<file path="src/rtl/alu_pkg.sv">
// Shared ALU definitions: function codes and default datapath geometry.
package alu_pkg;

  localparam int XLEN_DEFAULT    = 64;
  localparam int RADDR_W_DEFAULT = 5;

  localparam logic [2:0] FUNC_ADD  = 3'd0;
  localparam logic [2:0] FUNC_SLL  = 3'd1;
  localparam logic [2:0] FUNC_SLT  = 3'd2;
  localparam logic [2:0] FUNC_SLTU = 3'd3;
  localparam logic [2:0] FUNC_XOR  = 3'd4;
  localparam logic [2:0] FUNC_SRL  = 3'd5;
  localparam logic [2:0] FUNC_OR   = 3'd6;
  localparam logic [2:0] FUNC_AND  = 3'd7;

endpackage

</file>
<file path="src/rtl/alu_operand_stage_fwd_mux.sv">
// Bypass selector for one source register: x0 reads zero, the younger EX/MEM
// result beats the older MEM/WB result, otherwise the register-file read is used.
module fwd_mux
  import alu_pkg::*;
#(
  parameter int XLEN    = XLEN_DEFAULT,
  parameter int RADDR_W = RADDR_W_DEFAULT
) (
  input  logic [RADDR_W-1:0] src_addr,
  input  logic [XLEN-1:0]    src_data,
  input  logic               exm_we,
  input  logic [RADDR_W-1:0] exm_rd,
  input  logic [XLEN-1:0]    exm_data,
  input  logic               mwb_we,
  input  logic [RADDR_W-1:0] mwb_rd,
  input  logic [XLEN-1:0]    mwb_data,
  output logic [XLEN-1:0]    fwd_data
);

  // Priority chain: zero register, then youngest in-flight write, then regfile.
  always_comb begin
    fwd_data = src_data;
    if (src_addr == {RADDR_W{1'b0}}) begin
      fwd_data = {XLEN{1'b0}};
    end else if (exm_we && (exm_rd == src_addr)) begin
      fwd_data = exm_data;
    end else if (mwb_we && (mwb_rd == src_addr)) begin
      fwd_data = mwb_data;
    end else begin
      fwd_data = src_data;
    end
  end

endmodule

</file>
<file path="src/rtl/alu_operand_stage.sv">
// ID/EX operand stage: resolves forwarding and load-use hazards, selects ALU
// operands and holds them in a single-entry valid/ready register toward EX.
module alu_operand_stage
  import alu_pkg::*;
#(
  parameter int XLEN    = XLEN_DEFAULT,
  parameter int RADDR_W = RADDR_W_DEFAULT
) (
  input  logic               clk,
  input  logic               reset,
  input  logic               in_valid,
  output logic               in_ready,
  input  logic [RADDR_W-1:0] rs1_addr,
  input  logic [RADDR_W-1:0] rs2_addr,
  input  logic [XLEN-1:0]    rs1_data,
  input  logic [XLEN-1:0]    rs2_data,
  input  logic [XLEN-1:0]    imm,
  input  logic [XLEN-1:0]    pc,
  input  logic               use_pc,
  input  logic               use_imm,
  input  logic               is_branch,
  input  logic [2:0]         func,
  input  logic               sub_sra,
  input  logic [RADDR_W-1:0] rd_addr,
  input  logic               rd_we,
  input  logic               exm_we,
  input  logic [RADDR_W-1:0] exm_rd,
  input  logic [XLEN-1:0]    exm_data,
  input  logic               exm_is_load,
  input  logic               mwb_we,
  input  logic [RADDR_W-1:0] mwb_rd,
  input  logic [XLEN-1:0]    mwb_data,
  input  logic               flush,
  output logic               out_valid,
  input  logic               out_ready,
  output logic [XLEN-1:0]    a_q,
  output logic [XLEN-1:0]    b_q,
  output logic [2:0]         func_q,
  output logic               sub_sra_q,
  output logic [XLEN-1:0]    store_q,
  output logic [XLEN-1:0]    pc_q,
  output logic [RADDR_W-1:0] rd_q,
  output logic               rd_we_q,
  output logic               branch_q
);

  logic [XLEN-1:0] fwd1_s;
  logic [XLEN-1:0] fwd2_s;
  logic [XLEN-1:0] a_s;
  logic [XLEN-1:0] b_s;
  logic            rs1_used_s;
  logic            rs2_used_s;
  logic            hazard_s;
  logic            in_ready_s;
  logic            capture_s;

  fwd_mux #(.XLEN(XLEN), .RADDR_W(RADDR_W)) u_fwd_rs1 (
    .src_addr (rs1_addr),
    .src_data (rs1_data),
    .exm_we   (exm_we),
    .exm_rd   (exm_rd),
    .exm_data (exm_data),
    .mwb_we   (mwb_we),
    .mwb_rd   (mwb_rd),
    .mwb_data (mwb_data),
    .fwd_data (fwd1_s)
  );

  fwd_mux #(.XLEN(XLEN), .RADDR_W(RADDR_W)) u_fwd_rs2 (
    .src_addr (rs2_addr),
    .src_data (rs2_data),
    .exm_we   (exm_we),
    .exm_rd   (exm_rd),
    .exm_data (exm_data),
    .mwb_we   (mwb_we),
    .mwb_rd   (mwb_rd),
    .mwb_data (mwb_data),
    .fwd_data (fwd2_s)
  );

  // Load-use detection: a load in EX/MEM has no data yet, so a dependent
  // instruction must wait. rs2 counts as used for branches and stores too.
  always_comb begin
    rs1_used_s = !use_pc;
    rs2_used_s = !use_imm || is_branch;
    hazard_s   = 1'b0;
    if (in_valid && exm_is_load && exm_we && (exm_rd != {RADDR_W{1'b0}})) begin
      hazard_s = (rs1_used_s && (exm_rd == rs1_addr)) ||
                 (rs2_used_s && (exm_rd == rs2_addr));
    end else begin
      hazard_s = 1'b0;
    end
    in_ready_s = (!out_valid || out_ready) && !hazard_s;
    capture_s  = in_valid && in_ready_s && !flush;
  end

  // Operand selection: PC for AUIPC/JAL, immediate unless this is a compare.
  always_comb begin
    a_s = fwd1_s;
    b_s = fwd2_s;
    if (use_pc) begin
      a_s = pc;
    end else begin
      a_s = fwd1_s;
    end
    if (use_imm && !is_branch) begin
      b_s = imm;
    end else begin
      b_s = fwd2_s;
    end
  end

  assign in_ready = in_ready_s;

  // Output register bank: flush kills, capture replaces, drain empties, stall holds.
  always_ff @(posedge clk or posedge reset) begin
    if (reset) begin
      out_valid <= 1'b0;
      a_q       <= {XLEN{1'b0}};
      b_q       <= {XLEN{1'b0}};
      func_q    <= 3'd0;
      sub_sra_q <= 1'b0;
      store_q   <= {XLEN{1'b0}};
      pc_q      <= {XLEN{1'b0}};
      rd_q      <= {RADDR_W{1'b0}};
      rd_we_q   <= 1'b0;
      branch_q  <= 1'b0;
    end else if (flush) begin
      out_valid <= 1'b0;
      rd_we_q   <= 1'b0;
    end else if (capture_s) begin
      out_valid <= 1'b1;
      a_q       <= a_s;
      b_q       <= b_s;
      func_q    <= func;
      sub_sra_q <= sub_sra | is_branch;
      store_q   <= fwd2_s;
      pc_q      <= pc;
      rd_q      <= rd_addr;
      rd_we_q   <= rd_we;
      branch_q  <= is_branch;
    end else if (out_ready) begin
      out_valid <= 1'b0;
      rd_we_q   <= 1'b0;
    end else begin
      out_valid <= out_valid;
      rd_we_q   <= rd_we_q;
    end
  end

endmodule

</file>
<file path="config.mk">
export PLATFORM = sky130hd
export DESIGN_NAME = alu_operand_stage
export DESIGN_NICKNAME = d
export VERILOG_FILES = /design/src/rtl/alu_pkg.sv /design/src/rtl/alu_operand_stage_fwd_mux.sv /design/src/rtl/alu_operand_stage.sv
export SDC_FILE = /design/constraint.sdc
export NUM_CORES = 1
export LEC_CHECK = 0
export ABC_AREA = 1
export BUFFER_PORTS_ARGS = -buffer_cell sky130_fd_sc_hd__buf_4
export CAP_MARGIN = 20
export CORE_AREA = 2 2 273 275
export CTS_CLUSTER_SIZE = 20
export DETAILED_ROUTE_END_ITERATION = 8
export DIE_AREA = 0 0 275 277
export PLACE_DENSITY_LB_ADDON = 0.15
export SLEW_MARGIN = 20
export SYNTH_ARGS = -nofsm -noshare
export SYNTH_HDL_FRONTEND = slang
export SYNTH_SLANG_ARGS = --single-unit
</file>
<file path="constraint.sdc">
create_clock -name clk -period 8.1 [get_ports clk]
set_clock_uncertainty 0.15 [all_clocks]
set_input_delay 0.81 -clock clk [delete_from_list [all_inputs] [get_ports clk]]
set_output_delay 0.81 -clock clk [all_outputs]
set_load 0.01 [all_outputs]
</file>
==> results.json <==
{
  "power_leakage_nw": 14.7,
  "route.detailed.drc": 0,
  "grt_pass1_vias": 19400,
  "dp_hpwl_um": 61800,
  "grt_overflow": 0,
  "worst_slew_pin_slew_ps": 1160,
  "ys_seq_area_share_pct": 39.4,
  "critical_path_class": "input pin to register",
  "cts_tree": "done",
  "worstHoldPathType": "input pin to async pin",
  "syn2layout_area_growth_pct": 42.7,
  "multi_input_area_um2": 8250,
  "yosysWarnings": 0,
  "top_usage_layer": "met2",
  "netlist_area_um2": 17000,
  "cts.clk_slew.worst_paths_ps": 60,
  "required_ps": 8440,
  "clk_latency_ps": 560,
  "finalSetupTns_ps": 0,
  "dieWidth_um": 275,
  "maxCapViolCount": 0,
  "max_freq_ghz": 0.272,
  "gp_congestion": 0.833,
  "nets": 3771,
  "start_kind": "input pin",
  "numCtsBuffers": 38,
  "cp-end-kind": "register",
  "drt_iter0_drc": 1214,
  "finalSetupViolations": 0,
  "critPathMaxFanout": 77,
  "worstPathCellList": "buf_4, nor3_1, nand3_1, nand4_1, inv_2, nand2_1, nand2_1, nor2_4, buf_4, buf_4, nand2_1, nand2_1",
  "finalCriticalPeriod_ps": 3680,
  "critical_path.top_delay_family": "simple AND/OR/NAND/NOR gates",
  "path_buf_inv": 4,
  "hold_viol_final": 0,
  "powerDensity_nw_per_um2": 201,
  "syn_inst": 2762,
  "fillers": 8345,
  "avgSynthCellArea_um2": 6.16,
  "wirelength_um": 90200,
  "h-tree-depth": 2,
  "rows": 100,
  "crit_top_cell": "nand2_1",
  "fin_ws_ps": 4420,
  "reg2reg_depth": 7,
  "dr.pass1.iters": 5,
  "postCtsSetupBuffers": 0,
  "worst_ep_arrival_time_ps": 4020,
  "grt_util_met3_pct": 5.32,
  "dieArea_um2": 76200,
  "use_met2_pct": 38.0,
  "slew_viol_final": 0,
  "fin_util_pct": 33.0,
  "dp_slack_ps": 3790,
  "status": "completed",
  "io_pins": 694,
  "r2r_start": "out_valid$_DFFE_PP0P_",
  "slowest_stage": "buf_4",
  "synth_cell_types": 23,
  "clockRootBuffer": "clkbuf_16",
  "io_buffers": 693,
  "holdBufCountCts": 0,
  "grt_max_degree": 192,
  "grt_setup_unrepaired": "false",
  "antenna_found_initial": 14,
  "synth_fp_nets": 3187,
  "wire_per_inst_um": 20.7,
  "start_util_pct": 23.1,
  "period_share_pct": 45.4,
  "numClockSinks": 268,
  "die_h_um": 277,
  "regToRegSetupSlack_ps": 5390,
  "finalPower_mw": 4.87,
  "grtUsageTotal_pct": 23.0,
  "slew_headroom_pct": 22.5,
  "ir_drop_uv": 169,
  "dr_total_vias": 19500,
  "core_um2": 73600,
  "final_layout_size_suffix_gt1_share_pct": 23.8,
  "regArea_um2": 6710,
  "cts.path.max_buffers": 3,
  "cts.repair.resized": 0,
  "gr-usage-met1_pct": 29.4,
  "max_stage_delay_ps": 850,
  "ys_ff_latch": 268,
  "timing.rr.end": "b_q[45]$_DFFE_PP0P_",
  "ant_nets": 0,
  "via_per_inst": 4.47,
  "grt_pass1_wl_um": 131000
}
==> worst register-to-register path, cell delays in order, from the launching register on <==
cell     delay, ps
dfrtp_1        400
nand2_1        170
nand2_1        140
nor2_4         100
buf_4          470
buf_4          900
nand2_1        210
nand2_1        100
==> worst max-delay path by stage <==
stage	start	cells past startpoint	to
3_5_place_dp	exm_rd[0]	12	b_q[45]$_DFFE_PP0P_
6_report	exm_rd[0]	12	b_q[45]$_DFFE_PP0P_
4_1_cts	exm_rd[0]	12	a_q[37]$_DFFE_PP0P_
3_3_place_gp	exm_rd[0]	12	a_q[41]$_DFFE_PP0P_
5_1_grt	exm_rd[0]	12	a_q[40]$_DFFE_PP0P_
2_1_floorplan	reset	1	a_q[0]$_DFFE_PP0P_
==> through the flow <==
stage / hold WS [ps] / std cells / area, um^2
floorplan: 364 / 2762 / 17000
global placement: 314 / 4274 / 22900
detailed placement: 316 / 4275 / 22900
CTS: 259 / 4344 / 24200
global route: 283 / 4354 / 24300
finish: 231 / 4355 / 24300
==> state kept, by name, summed over array words and instances (netlist names) <==
name       cells
sub_sra_q      1
rd_q           5
pc_q          64
out_valid      1
b_q           64
a_q           64
store_q       64
func_q         3
branch_q       1
rd_we_q        1
==> cell usage after synthesis <==
cell type	count	share of area (%)
a21boi_1	1	0.044
a21oi_1	1	0.029
buf_1	24	0.53
buf_2	51	1.5
buf_4	35	1.5
buf_6	1	0.066
clkbuf_1	65	1.4
dfrtp_1	268	39
inv_1	340	7.5
inv_2	6	0.13
nand2_1	1479	33
nand3_1	328	9.7
nand3_2	1	0.059
nand3b_4	1	0.12
nand4_1	66	2.4
nor2_1	12	0.26
nor2_2	3	0.11
nor3_1	3	0.088
o21ai_0	1	0.029
o21ai_1	68	2.0
o22ai_1	1	0.037
o31ai_1	1	0.044
xnor2_1	6	0.31
==> cells by family after synthesis <==
group | after synthesis | synth area share [%]
DFF | 268 | 39.4
AOI/OAI and AO/OA | 73 | 2.18
xor gates and xnor gates | 6 | 0.309
buffers and inverters | 522 | 12.7
and+or+nand+nor | 1893 | 45.4
==> power breakdown <==
| part | total [mW] | switching [mW] | internal [mW] |
|---|---|---|---|
| combinational | 1.36 | 0.770 | 0.590 |
| clock | 1.82 | 0.698 | 1.12 |
| sequential | 1.69 | 0.129 | 1.56 |
| total | 4.87 | 1.60 | 3.27 |
==> cells in the final DEF, fill, tap and decap left out, types with 2 or more instances in the layout <==
master / instances
buf_12: 3
buf_4: 717
bufinv_16: 4
clkbuf_1: 7
clkbuf_16: 41
clkbuf_8: 8
clkinv_2: 9
dfrtp_1: 268
diode_2: 11
inv_1: 339
inv_2: 5
nand2_1: 1476
nand2_4: 3
nand3_1: 326
nand3_4: 3
nand4_1: 66
nor2_1: 9
nor2_4: 6
nor3_1: 2
o21ai_1: 68
xnor2_1: 6
==> routing by layer <==
metal  vias to the layer above  part of all wire (%)
met1                      9063                    42
met5                         -                 0.050
met4                         8                   3.2
met2                       675                    47
met3                       143                   7.3
li1                       9574                     -
==> cell type report <==
class	instances	area share [%]
Clock buffer	56	4.79
Inverter	346	5.37
Antenna cell	11	0.113
Timing Repair Buffer	720	22.4
Tap cell	969	5.00
Multi-Input combinational cell	1972	34.0
Clock inverter	13	0.696
Sequential cell	268	27.6
No activity file was read; power rests on OpenSTA's default activity.
